`src/rtl/nn_mem_pkg.sv`:
```
// Shared memory-map and FSM definitions for the layer loaders and writers.
// Consumers may be built with ACT_WRITER_VERIFY_EN to enable read-back checking.
package nn_mem_pkg;

  typedef enum logic [2:0] {
    ST_IDLE   = 3'd0,
    ST_WRITE  = 3'd1,
    ST_VERIFY = 3'd2,
    ST_DRAIN  = 3'd3,
    ST_DONE   = 3'd4
  } state_t;

  localparam int BRAM_READ_LATENCY  = 2;
  localparam int DEFAULT_W          = 8;
  localparam int DEFAULT_ADDR_WIDTH = 15;

  // Layer regions inside the shared BRAM.
  localparam int L1_WEIGHT_BASE = 0;
  localparam int L1_BIAS_BASE   = 16384;
  localparam int L2_WEIGHT_BASE = 16448;
  localparam int ACT_BASE_ADDR  = 17098;

endpackage

```
`src/rtl/BRAM.sv`:
```
// Single-port block RAM: synchronous write, LATENCY-cycle registered read.
module BRAM #(
  parameter int W          = 8,
  parameter int ADDR_WIDTH = 15,
  parameter int LATENCY    = 2
) (
  input  logic                  clk,
  input  logic                  en,
  input  logic                  wen,
  input  logic                  ren,
  input  logic [ADDR_WIDTH-1:0] addr,
  input  logic [W-1:0]          din,
  output logic [W-1:0]          dout
);

  logic [W-1:0] mem  [2**ADDR_WIDTH];
  logic [W-1:0] pipe [LATENCY];

  always_ff @(posedge clk) begin
    if (en && wen) mem[addr] <= din;
    if (en && ren) pipe[0] <= mem[addr];
    for (int i = 1; i < LATENCY; i++) pipe[i] <= pipe[i-1];
  end

  assign dout = pipe[LATENCY-1];

endmodule

```
`src/rtl/activation_writer_layer.sv`:
```
// Captures a flat activation vector on start and stores it word by word into BRAM.
// Define ACT_WRITER_VERIFY_EN to add a read-back pass that drives mismatch.
module activation_writer_layer
  import nn_mem_pkg::*;
#(
  parameter int N_WORDS    = 10,
  parameter int W          = DEFAULT_W,
  parameter int ADDR_WIDTH = DEFAULT_ADDR_WIDTH,
  parameter int BASE_ADDR  = ACT_BASE_ADDR
) (
  input  logic                 clk,
  input  logic                 rst,
  input  logic                 start,
  input  logic [N_WORDS*W-1:0] data_in,
  output logic                 busy,
  output logic                 done,
  output logic                 mismatch
);

  localparam int CNT_W = ADDR_WIDTH + 1;
  localparam int SEL_W = (N_WORDS > 1) ? $clog2(N_WORDS) : 1;
  localparam logic [CNT_W-1:0]      LAST_IDX   = CNT_W'(N_WORDS - 1);
  localparam logic [CNT_W-1:0]      DRAIN_LAST = CNT_W'(BRAM_READ_LATENCY - 1);
  localparam logic [ADDR_WIDTH-1:0] BASE       = ADDR_WIDTH'(BASE_ADDR);

  if (BASE_ADDR + N_WORDS - 1 >= 2**ADDR_WIDTH) begin : g_range_check
    $error("activation_writer_layer: BASE_ADDR+N_WORDS-1 exceeds the BRAM address space");
  end

  // Protocol: start is a request honoured only in IDLE or DONE; busy covers the
  // whole store (and read-back), done is a level that holds until the next start.
  state_t                  state, state_next;
  logic [CNT_W-1:0]        idx;
  logic [W-1:0]            shadow [N_WORDS];
  logic                    accept;
  logic                    fsm_wen;
  logic [ADDR_WIDTH-1:0]   fsm_addr;
  logic [W-1:0]            cur_word;
  logic                    bram_en, bram_wen, bram_ren;
  logic [ADDR_WIDTH-1:0]   bram_addr;
  logic [W-1:0]            bram_din, bram_dout;

  assign accept = start && (state == ST_IDLE || state == ST_DONE);

  always_ff @(posedge clk) begin
    if (rst) state <= ST_IDLE;
    else     state <= state_next;
  end

  always_comb begin
    state_next = state;
    case (state)
      ST_IDLE, ST_DONE: if (start) state_next = ST_WRITE;
      ST_WRITE: if (idx == LAST_IDX) begin
`ifdef ACT_WRITER_VERIFY_EN
        state_next = ST_VERIFY;
`else
        state_next = ST_DONE;
`endif
      end
      ST_VERIFY: if (idx == LAST_IDX)   state_next = ST_DRAIN;
      ST_DRAIN:  if (idx == DRAIN_LAST) state_next = ST_DONE;
      default:   state_next = ST_IDLE;
    endcase
  end

  // idx restarts at every state change, so it serves as word, read and drain counter.
  always_ff @(posedge clk) begin
    if (rst || state_next != state) idx <= '0;
    else if (state == ST_WRITE || state == ST_VERIFY || state == ST_DRAIN) idx <= idx + 1'b1;
  end

  always_ff @(posedge clk) begin
    if (rst) begin
      for (int i = 0; i < N_WORDS; i++) shadow[i] <= '0;
    end else if (accept) begin
      for (int i = 0; i < N_WORDS; i++) shadow[i] <= data_in[i*W +: W];
    end
  end

  always_comb begin
    fsm_wen  = (state == ST_WRITE);
    fsm_addr = BASE + idx[ADDR_WIDTH-1:0];
    cur_word = (idx <= LAST_IDX) ? shadow[idx[SEL_W-1:0]] : '0;
  end

  always_ff @(posedge clk) begin
    if (rst) begin
      busy <= 1'b0;
      done <= 1'b0;
    end else begin
      busy <= (state == ST_WRITE || state == ST_VERIFY || state == ST_DRAIN);
      done <= (state == ST_DONE) && !start;
    end
  end

`ifdef ACT_WRITER_VERIFY_EN
  // Read requests are registered, so each read reaches the BRAM one cycle after VERIFY issues it.
  logic                         rd_req_q;
  logic [ADDR_WIDTH-1:0]        rd_addr_q;
  logic [SEL_W-1:0]             rd_sel_q;
  logic [BRAM_READ_LATENCY-1:0] tag_v;
  logic [SEL_W-1:0]             tag_sel [BRAM_READ_LATENCY];

  always_ff @(posedge clk) begin
    if (rst) begin
      rd_req_q  <= 1'b0;
      rd_addr_q <= BASE;
      rd_sel_q  <= '0;
      for (int i = 0; i < BRAM_READ_LATENCY; i++) begin
        tag_v[i]   <= 1'b0;
        tag_sel[i] <= '0;
      end
    end else begin
      rd_req_q   <= (state == ST_VERIFY);
      rd_addr_q  <= fsm_addr;
      rd_sel_q   <= idx[SEL_W-1:0];
      tag_v[0]   <= rd_req_q;
      tag_sel[0] <= rd_sel_q;
      for (int i = 1; i < BRAM_READ_LATENCY; i++) begin
        tag_v[i]   <= tag_v[i-1];
        tag_sel[i] <= tag_sel[i-1];
      end
    end
  end

  always_ff @(posedge clk) begin
    if (rst || accept) mismatch <= 1'b0;
    else if (tag_v[BRAM_READ_LATENCY-1] &&
             bram_dout != shadow[tag_sel[BRAM_READ_LATENCY-1]]) mismatch <= 1'b1;
  end

  assign bram_en   = (fsm_wen || rd_req_q) && !rst;
  assign bram_ren  = rd_req_q && !rst;
  assign bram_addr = rd_req_q ? rd_addr_q : fsm_addr;
`else
  logic unused_dout;
  assign unused_dout = ^bram_dout;
  assign mismatch    = 1'b0;
  assign bram_en     = fsm_wen && !rst;
  assign bram_ren    = 1'b0;
  assign bram_addr   = fsm_addr;
`endif

  // Reset gates the write strobe combinationally so a mid-store reset blocks that edge's write.
  assign bram_wen = fsm_wen && !rst;
  assign bram_din = cur_word;

  BRAM #(
    .W          (W),
    .ADDR_WIDTH (ADDR_WIDTH),
    .LATENCY    (BRAM_READ_LATENCY)
  ) u_bram (
    .clk  (clk),
    .en   (bram_en),
    .wen  (bram_wen),
    .ren  (bram_ren),
    .addr (bram_addr),
    .din  (bram_din),
    .dout (bram_dout)
  );

endmodule

```
`config.mk`:
```
export PLATFORM = sky130hd
export DESIGN_NAME = activation_writer_layer
export DESIGN_NICKNAME = d
export VERILOG_FILES = /design/src/rtl/nn_mem_pkg.sv /design/src/rtl/BRAM.sv /design/src/rtl/activation_writer_layer.sv
export SDC_FILE = /design/constraint.sdc
export NUM_CORES = 1
export LEC_CHECK = 0
export CAP_MARGIN = 20
export CORE_MARGIN = 8
export CORE_UTILIZATION = 35
export DETAILED_ROUTE_END_ITERATION = 16
export HOLD_SLACK_MARGIN = 0.12
export PLACE_DENSITY_LB_ADDON = 0.15
export SLEW_MARGIN = 15
export SYNTH_ARGS = -nofsm -noshare
export SYNTH_HDL_FRONTEND = slang
export SYNTH_SLANG_ARGS = --single-unit
```
`constraint.sdc`:
```
create_clock -name clk -period 3.46 [get_ports clk]
set_input_delay 0.346 -clock clk [delete_from_list [all_inputs] [get_ports clk]]
set_output_delay 0.346 -clock clk [all_outputs]
set_load 0.1 [all_outputs]
```
* Yosys cells after proc, flatten, opt, wreduce, memory -nomap -nowiden
Cells that the tools add are included.
** Storage, ports and cells
- Register bits after elaboration :: 21
- Input port bits :: 83
- Output and inout bits :: 3
- Logic and storage cells :: 24
** Operators by class
- $add $sub $neg :: 1
- Equal/unequal tests :: 7
- Muxes and demuxes :: 5
- Reductions and logical operators :: 7
** Operator list (count)
- $add 16x1->16 const B :: 1
- $eq 16x1->1 const B :: 1
- $eq 16x4->1 const B :: 1
- $mux 3 :: 4
- $pmux 3 s4 :: 1
- $eq 3x2->1 const B :: 2
- $eq 3x1->1 const B :: 1
- $eq 3x3->1 const B :: 1
- $logic_not 3->1 :: 1
- $logic_or 1x1->1 :: 3
- $ne 3x3->1 :: 1
- $reduce_or 2->1 :: 1
- $logic_and 1x1->1 :: 1
- $logic_not 1->1 :: 1

* Depth between registers and ports, before layout
Gate-level depths: netlist of run 1.
- Word-level depth :: 5
- Gate-level depth with buffers :: 7
- Depth with buffers taken out :: 6

* Worst setup path after synthesis of run 1
Ideal clock, no wire load.
- Path kind :: register -> register
- Start point :: register idx[0]
- End point :: register idx[14]
- Data arrival time :: 1.396 ns
- Path slack :: 1.939 ns
- Stages on the path, launching flop included :: 7
- Buffers on the path :: 1
- Period minus slack after synthesis :: 1.521 ns
- Path through :: dfxtp_1 -> ha_1 -> nor4b_1 -> and4_1 -> a211o_2 -> buf_6 -> a21oi_1
** On the way
- Longest elaborated chain between the ends :: 5
- Elaborated cells on any way between the ends :: 9
** Ends and longest elaborated chain
- start, declared :: RTL line activation_writer_layer.sv:33 : logic [CNT_W-1:0] idx;
- start signal, assigned :: RTL line activation_writer_layer.sv:70 : else if (state == ST_WRITE || state == ST_VERIFY || state == ST_DRAIN) idx <= idx + 1'b1;
- $eq 16x1->1 / $eq 16x4->1 (equally long branches) :: RTL line activation_writer_layer.sv:62, activation_writer_layer.sv:54, activation_writer_layer.sv:61
- $mux 3 (on tied branches) :: RTL line activation_writer_layer.sv:62, activation_writer_layer.sv:54, activation_writer_layer.sv:61
- $pmux 3 s4 :: RTL line activation_writer_layer.sv:52 : case (state)
- $ne 3x3->1 :: RTL line activation_writer_layer.sv:69 : if (rst || state_next != state) idx <= '0;
- $logic_or 1x1->1 :: RTL line activation_writer_layer.sv:69
Parallel ways exist; a longest one is shown, timed or not.
A chain may end at the register's enable or synchronous reset.

* Final worst setup path of run 1
- Start point :: register busy
- End point :: output port busy
** RTL lines
- start, declared :: RTL line activation_writer_layer.sv:15 : output logic busy,
- start signal, assigned :: RTL line activation_writer_layer.sv:92 : busy <= (state == ST_WRITE || state == ST_VERIFY || state == ST_DRAIN);
No word-level cell between the ends.

==> results.cfg, run 1 <==
[final_layout]
drive_gt1_share_pct = 8.20
nNetsFinal = 208
diodes = 0
fin_util_pct = 37.7
num-fill-cells = 315
area_growth_pct = 3.31

[critical_path]
cp.arrival_ns = 1.77
crit_path_end_kind = output pin
crit_required_ns = 3.11
cp_cell_sequence = clkdlybuf4s50_1
critPathMaxStageDelay_ns = 1.13
path_delay_family = buffers and inverters
worstSetupPathType = reg2out
cp_max_fo = 1
critPathLaunchType = flip-flop
worst_path_max_delay_cell = clkdlybuf4s50_1
critPathBufInv = 1

[clocking]
cts_setup_buffers = 0
htreeDepth = 1
clk_pin_slew_ns = 0.12
postCtsHoldBufs = 0
cts_resized = 0
clock-sinks = 21
cts_root_buffer = clkbuf_4
clk_path_buf_depth = 2
clock_latency_ns = 0.31
numCtsBuffers = 3
cts_tree = done

[timing]
hold_viol_final = 0
fin_tns_setup_ns = 0
finalCritPeriodShare_pct = 61.0
fin_crit_ns = 2.11
clock_skew_ns = 0.00419
slew-limit-headroom_pct = 34.8
maxSlewViolCount = 0
setup_viol = 0
fmax_ghz = 0.473
rsz0062_at_grt = false
worstMarginPinSlew_ns = 0.975

[route]
wl_per_cell_um = 14.3
vias = 875
ant_nets = 0
firstDrtPassIters = 4
wl_um = 2210
drc = 0
initialDrtViolationCount = 68
detail_route.vias_per_cell = 5.65

[pwr]
power.switching_uw = 115
power.share.clock_pct = 29.4
p_sw_share_pct = 27.3
irDropWorstVdd_v = 0.000102
p_leak_uw = 0.000358
intPower_uw = 306
p_per_area_mw_per_mm2 = 372
seqPwrFrac_pct = 59.8
comb_power_share_pct = 10.9

[status]
outcome = finished clean

[logic_synthesis]
synth.area.top_cells = dfxtp_1 (38%), o31ai_1 (4.1%), nand4_1 (4.0%), xor2_1 (4.0%), nor2_1 (3.8%)
synth.most_common_cell = dfxtp_1
yosysWarningCount = 0
ys_seq_elements = 21
synth.top_cell.area_share_pct = 38.4
synthTopCellsByCount = dfxtp_1 (21), nor2_1 (11), a21oi_1 (7), nand3_1 (7), nand4_1 (7)
syn-instance-count = 122
synth_enable_flop_cells = 0
synth.distinct_cells = 35
synth_area_sq_mm = 0.00109
async_flop_share_pct = 0
synth_nets = 207
synth_top_area_cell = dfxtp_1
ys.flop_type = dfxtp_1
avgSynthCellArea_sq_um = 8.97
ys_seq_area_share_pct = 38.4

[floorplanning]
boundaryPins = 86
fp.coreArea_sq_mm = 0.00300
die_area_sq_mm = 0.00517
start_util_pct = 36.5
rows = 20
die-width_um = 71.9
fp.dieH_um = 71.9

[global_route]
grt_pass1_wl_um = 3800
grt_pass1_vias = 855
grt_use_total_pct = 9.20
antenna_found_initial = 0
overflow = 0
grt_start_max_net_pins = 17

[worst_hold_path]
min_path_type = reg2reg

[placement]
gp_congestion = 0.710
hpwl_um = 1540
io_buffers = 4

[job]
drv_cap = 0
layout make-up:
class                      count  area, sq um  area share [%]
sequential                    21          420            37.2
inverter                       2         7.51           0.664
tap                           33         41.3            3.65
multi-input combinational     91          596            52.7
clock buffer                   4         26.3            2.32
timing repair buffer           4         40.0            3.54
metal layers:
metal  GRT usage [%]  share of wire, %
met1            11.1                52
met2            14.4                42
met3            2.75               4.3
met4            4.76               2.0
met5               0                 0
registers in the layout, indices dropped and copies added, names as in the netlist:
register  cells
busy          1
done          1
idx          16
state         3
power by group through the flow:
stage | registers (uW) | clock network, uW | logic (uW)
after floorplan | 260 | 0 | 37.8
after global placement | 257 | 0 | 45.8
after detailed placement | 257 | 0 | 45.5
after CTS | 251 | 129 | 45.8
after global routing | 252 | 136 | 50.0
final | 251 | 124 | 45.6
through the flow:
step                hold WS, ns  setup WS [ns]  area, sq um  total power, uW  instances
finish                    0.502           1.35         1130              420        155
global route              0.533           1.29         1130              438        155
CTS                       0.504           1.31         1130              427        155
detailed placement        0.485           1.61         1100              302        151
global placement          0.477           1.62         1100              302        151
floorplan                 0.418           1.94         1090              297        122
final timing paths:
path            from  endpoint  slack, ns  cells after the start
max             busy      busy       1.35                      1
min          idx[15]   idx[15]       0.50                      2
max reg2reg   idx[0]    idx[1]       1.58                      5
min reg2reg  idx[15]   idx[15]       0.50                      2
cells by family (layout without fill, tap and decap cells):
family                   count (synthesis)  after routing  share of synthesized area (%)
AO/OA/AOI/OAI                           25             25                           16.0
buffers and inverters                   10             10                           7.20
XOR/XNOR                                 8              8                           6.40
adder cells (fa/ha/maj)                  2              2                           2.29
other                                    1              1                          0.343
flip-flops                              21             21                           38.4
AND/OR/NAND/NOR                         55             55                           29.4
cells in the final DEF (no fill, tap or decap), types with 4 or more instances in the layout:
master	n
dfxtp_1	21
nor2_1	11
a21oi_1	7
nand4_1	7
nand3_1	7
nand2_1	6
o31ai_1	6
xor2_1	5
o21ai_0	4
or3_1	4
clkdlybuf4s50_1	4
Note: power is estimated with default switching activity, not from simulation.
==> inputs of run 2 (changes only) <==
--- a/config.mk
+++ b/config.mk
@@ -7,7 +7,7 @@
 export LEC_CHECK = 0
 export CAP_MARGIN = 20
 export CORE_MARGIN = 8
-export CORE_UTILIZATION = 35
+export CORE_UTILIZATION = 30
 export DETAILED_ROUTE_END_ITERATION = 16
 export HOLD_SLACK_MARGIN = 0.12
 export PLACE_DENSITY_LB_ADDON = 0.15
==> constraint.sdc (replaced) <==
create_clock -name clk -period 1.7 [get_ports clk]
set_input_delay 0.17 -clock clk [delete_from_list [all_inputs] [get_ports clk]]
set_output_delay 0.17 -clock clk [all_outputs]
set_load 0.1 [all_outputs]
==> run 2 against run 1 <==
  * Wire length up 9.0%
  * Register-to-register slack got worse by 1.5 ns
  * Hold slack worse by 0.045 ns
  * Combinational power grew to 3.3 times the previous value
  * Largest power group unchanged
  * Sequential cell count is the same
  * Sequential power up 100%
  * Clock-buffer cell count is the same
  * Critical endpoint is now idx[1]
  * Critical path depth up 6
  * Die area is 13% higher
==> results.cfg, run 2 (same netlist as run 1, synthesis figures left out) <==
[clocking]
clock_latency_ns = 0.31
cts_tree = done
htreeDepth = 1
clock-sinks = 21
postCtsHoldBufs = 0
clk_pin_slew_ns = 0.12
numCtsBuffers = 3
clk_path_buf_depth = 2
cts_root_buffer = clkbuf_4

[timing]
finalCritPeriodShare_pct = 95.5
hold_viol_final = 0
clock_skew_ns = 0.00425
setup_viol = 0
hold_slack_ns = 0.456
fmax_ghz = 0.616
fin_tns_setup_ns = 0
rsz0062_at_grt = true
fin_crit_ns = 1.62
maxSlewViolCount = 0

[route]
initialDrtViolationCount = 14
drc = 0
wl_per_cell_um = 12.9
detail_route.vias_per_cell = 5.04
firstDrtPassIters = 4
ant_nets = 0
vias = 942
wl_um = 2410

[final_layout]
regMostFlops = idx
area_growth_pct = 21.9
stdcell_area_sq_mm = 0.00134
diodes = 0
nNetsFinal = 225
drive_gt1_share_pct = 24.5
num-fill-cells = 381
layoutNonFillerInstCount = 187
reg_top3 = idx: 16 flops, state: 3 flops
layout_commonest_cell = dfxtp_1
mostFrequentLayoutCells = dfxtp_1 (19), buf_4 (17), nor2_1 (11)
largest_reg_flops = 16

[critical_path]
reg2reg_to = idx[1]
critPathLaunchType = flip-flop
reg2reg_depth = 7
crit_path_end_kind = flip-flop
cp_max_fo = 5
rr_startpoint = idx[1]
cp.arrival_ns = 1.86
crit_required_ns = 1.94
worstSetupPathType = reg2reg
r2r_setup_slack_ns = 0.08

[global_route]
grt_start_max_net_pins = 12
grt_pass1_vias = 895
antenna_found_initial = 0
overflow = 0
grt_use_total_pct = 8.54
grt_pass1_wl_um = 4140

[pwr]
p_per_area_mw_per_mm2 = 681
p_leak_uw = 0.000468
irDropWorstVdd_v = 0.000476

[placement]
io_buffers = 4
dpl_cell_area_sq_mm = 0.00125
gp_congestion = 0.745
hpwl_um = 1770
dp_cells = 182

[worst_hold_path]
min_path_type = in2reg
hold_path_depth = 3
min-delay-start = start
whs_endpoint = state[0]

[floorplanning]
die-width_um = 76.4
fp.dieH_um = 76.4
fp.coreArea_sq_mm = 0.00358
rows = 22
die_area_sq_mm = 0.00584
start_util_pct = 30.6
boundaryPins = 86

[job]
drv_cap = 0

[status]
outcome = finished clean
run 2: changes by cell type in the layout (fill, tap and decap cells not counted), moves of 2 or more:
cell	change
buf_4	+17
clkdlybuf4s50_1	-2
dfxtp_1	-2
dfxtp_2	+2
run 2: layout make-up:
class,count,area [sq um],area share [%]
tap,48,60.1,4.50
timing repair buffer,21,193,14.4
multi-input combinational,91,626,46.9
inverter,2,7.51,0.562
sequential,21,423,31.7
clock buffer,4,26.3,1.97
run 2: worst max-delay path by stage:
stage           start      end  slack (ns)  cells after the start
2_1_floorplan  idx[0]  idx[14]        0.18                      6
5_1_grt        idx[0]   idx[9]      0.0003                      6
3_5_place_dp   idx[1]   idx[1]        0.06                      7
4_1_cts        idx[1]   idx[1]        0.02                      7
6_report       idx[1]   idx[1]        0.08                      7
3_3_place_gp   idx[1]  idx[14]        0.07                      7
run 2: per-layer routing:
layer / track usage (%) / part of all wire (%) / vias up
met5: 0 / 0 / -
met1: 10.3 / 48 / 446
met2: 14.2 / 47 / 9
met4: 2.31 / 1.4 / 0
met3: 2.59 / 3.2 / 4
li1: - / - / 483
run 2: repair_timing:
action,4_1_cts,5_1_grt
setup buffers,0,0
resized for setup,0,7
endpoints found under the setup margin,0,16
run 2: metrics by stage:
step	utilization [%]	worst slack [ns]	total power, uW
6_report	37.3	0.0762	909
5_1_grt	37.3	0.000299	956
4_1_cts	35.7	0.0237	908
3_5_place_dp	35.0	0.0589	647
3_3_place_gp	35.0	0.0711	646
2_1_floorplan	-	0.179	605
run 2: where the power goes:
part	leakage, uW	internal, uW	switching, uW
logic	0.000282	70.0	82.2
clock network	0.0000150	91.7	159
registers	0.000171	501	4.41
run 2: worst max-delay path: stages, from the launching register on:
cell and delay (ns):
dfxtp_2 0.35, inv_1 0.04, ha_2 0.17, nor4b_4 0.13, and4_1 0.18, a211o_4 0.37
buf_12 0.14, a211oi_2 0.17
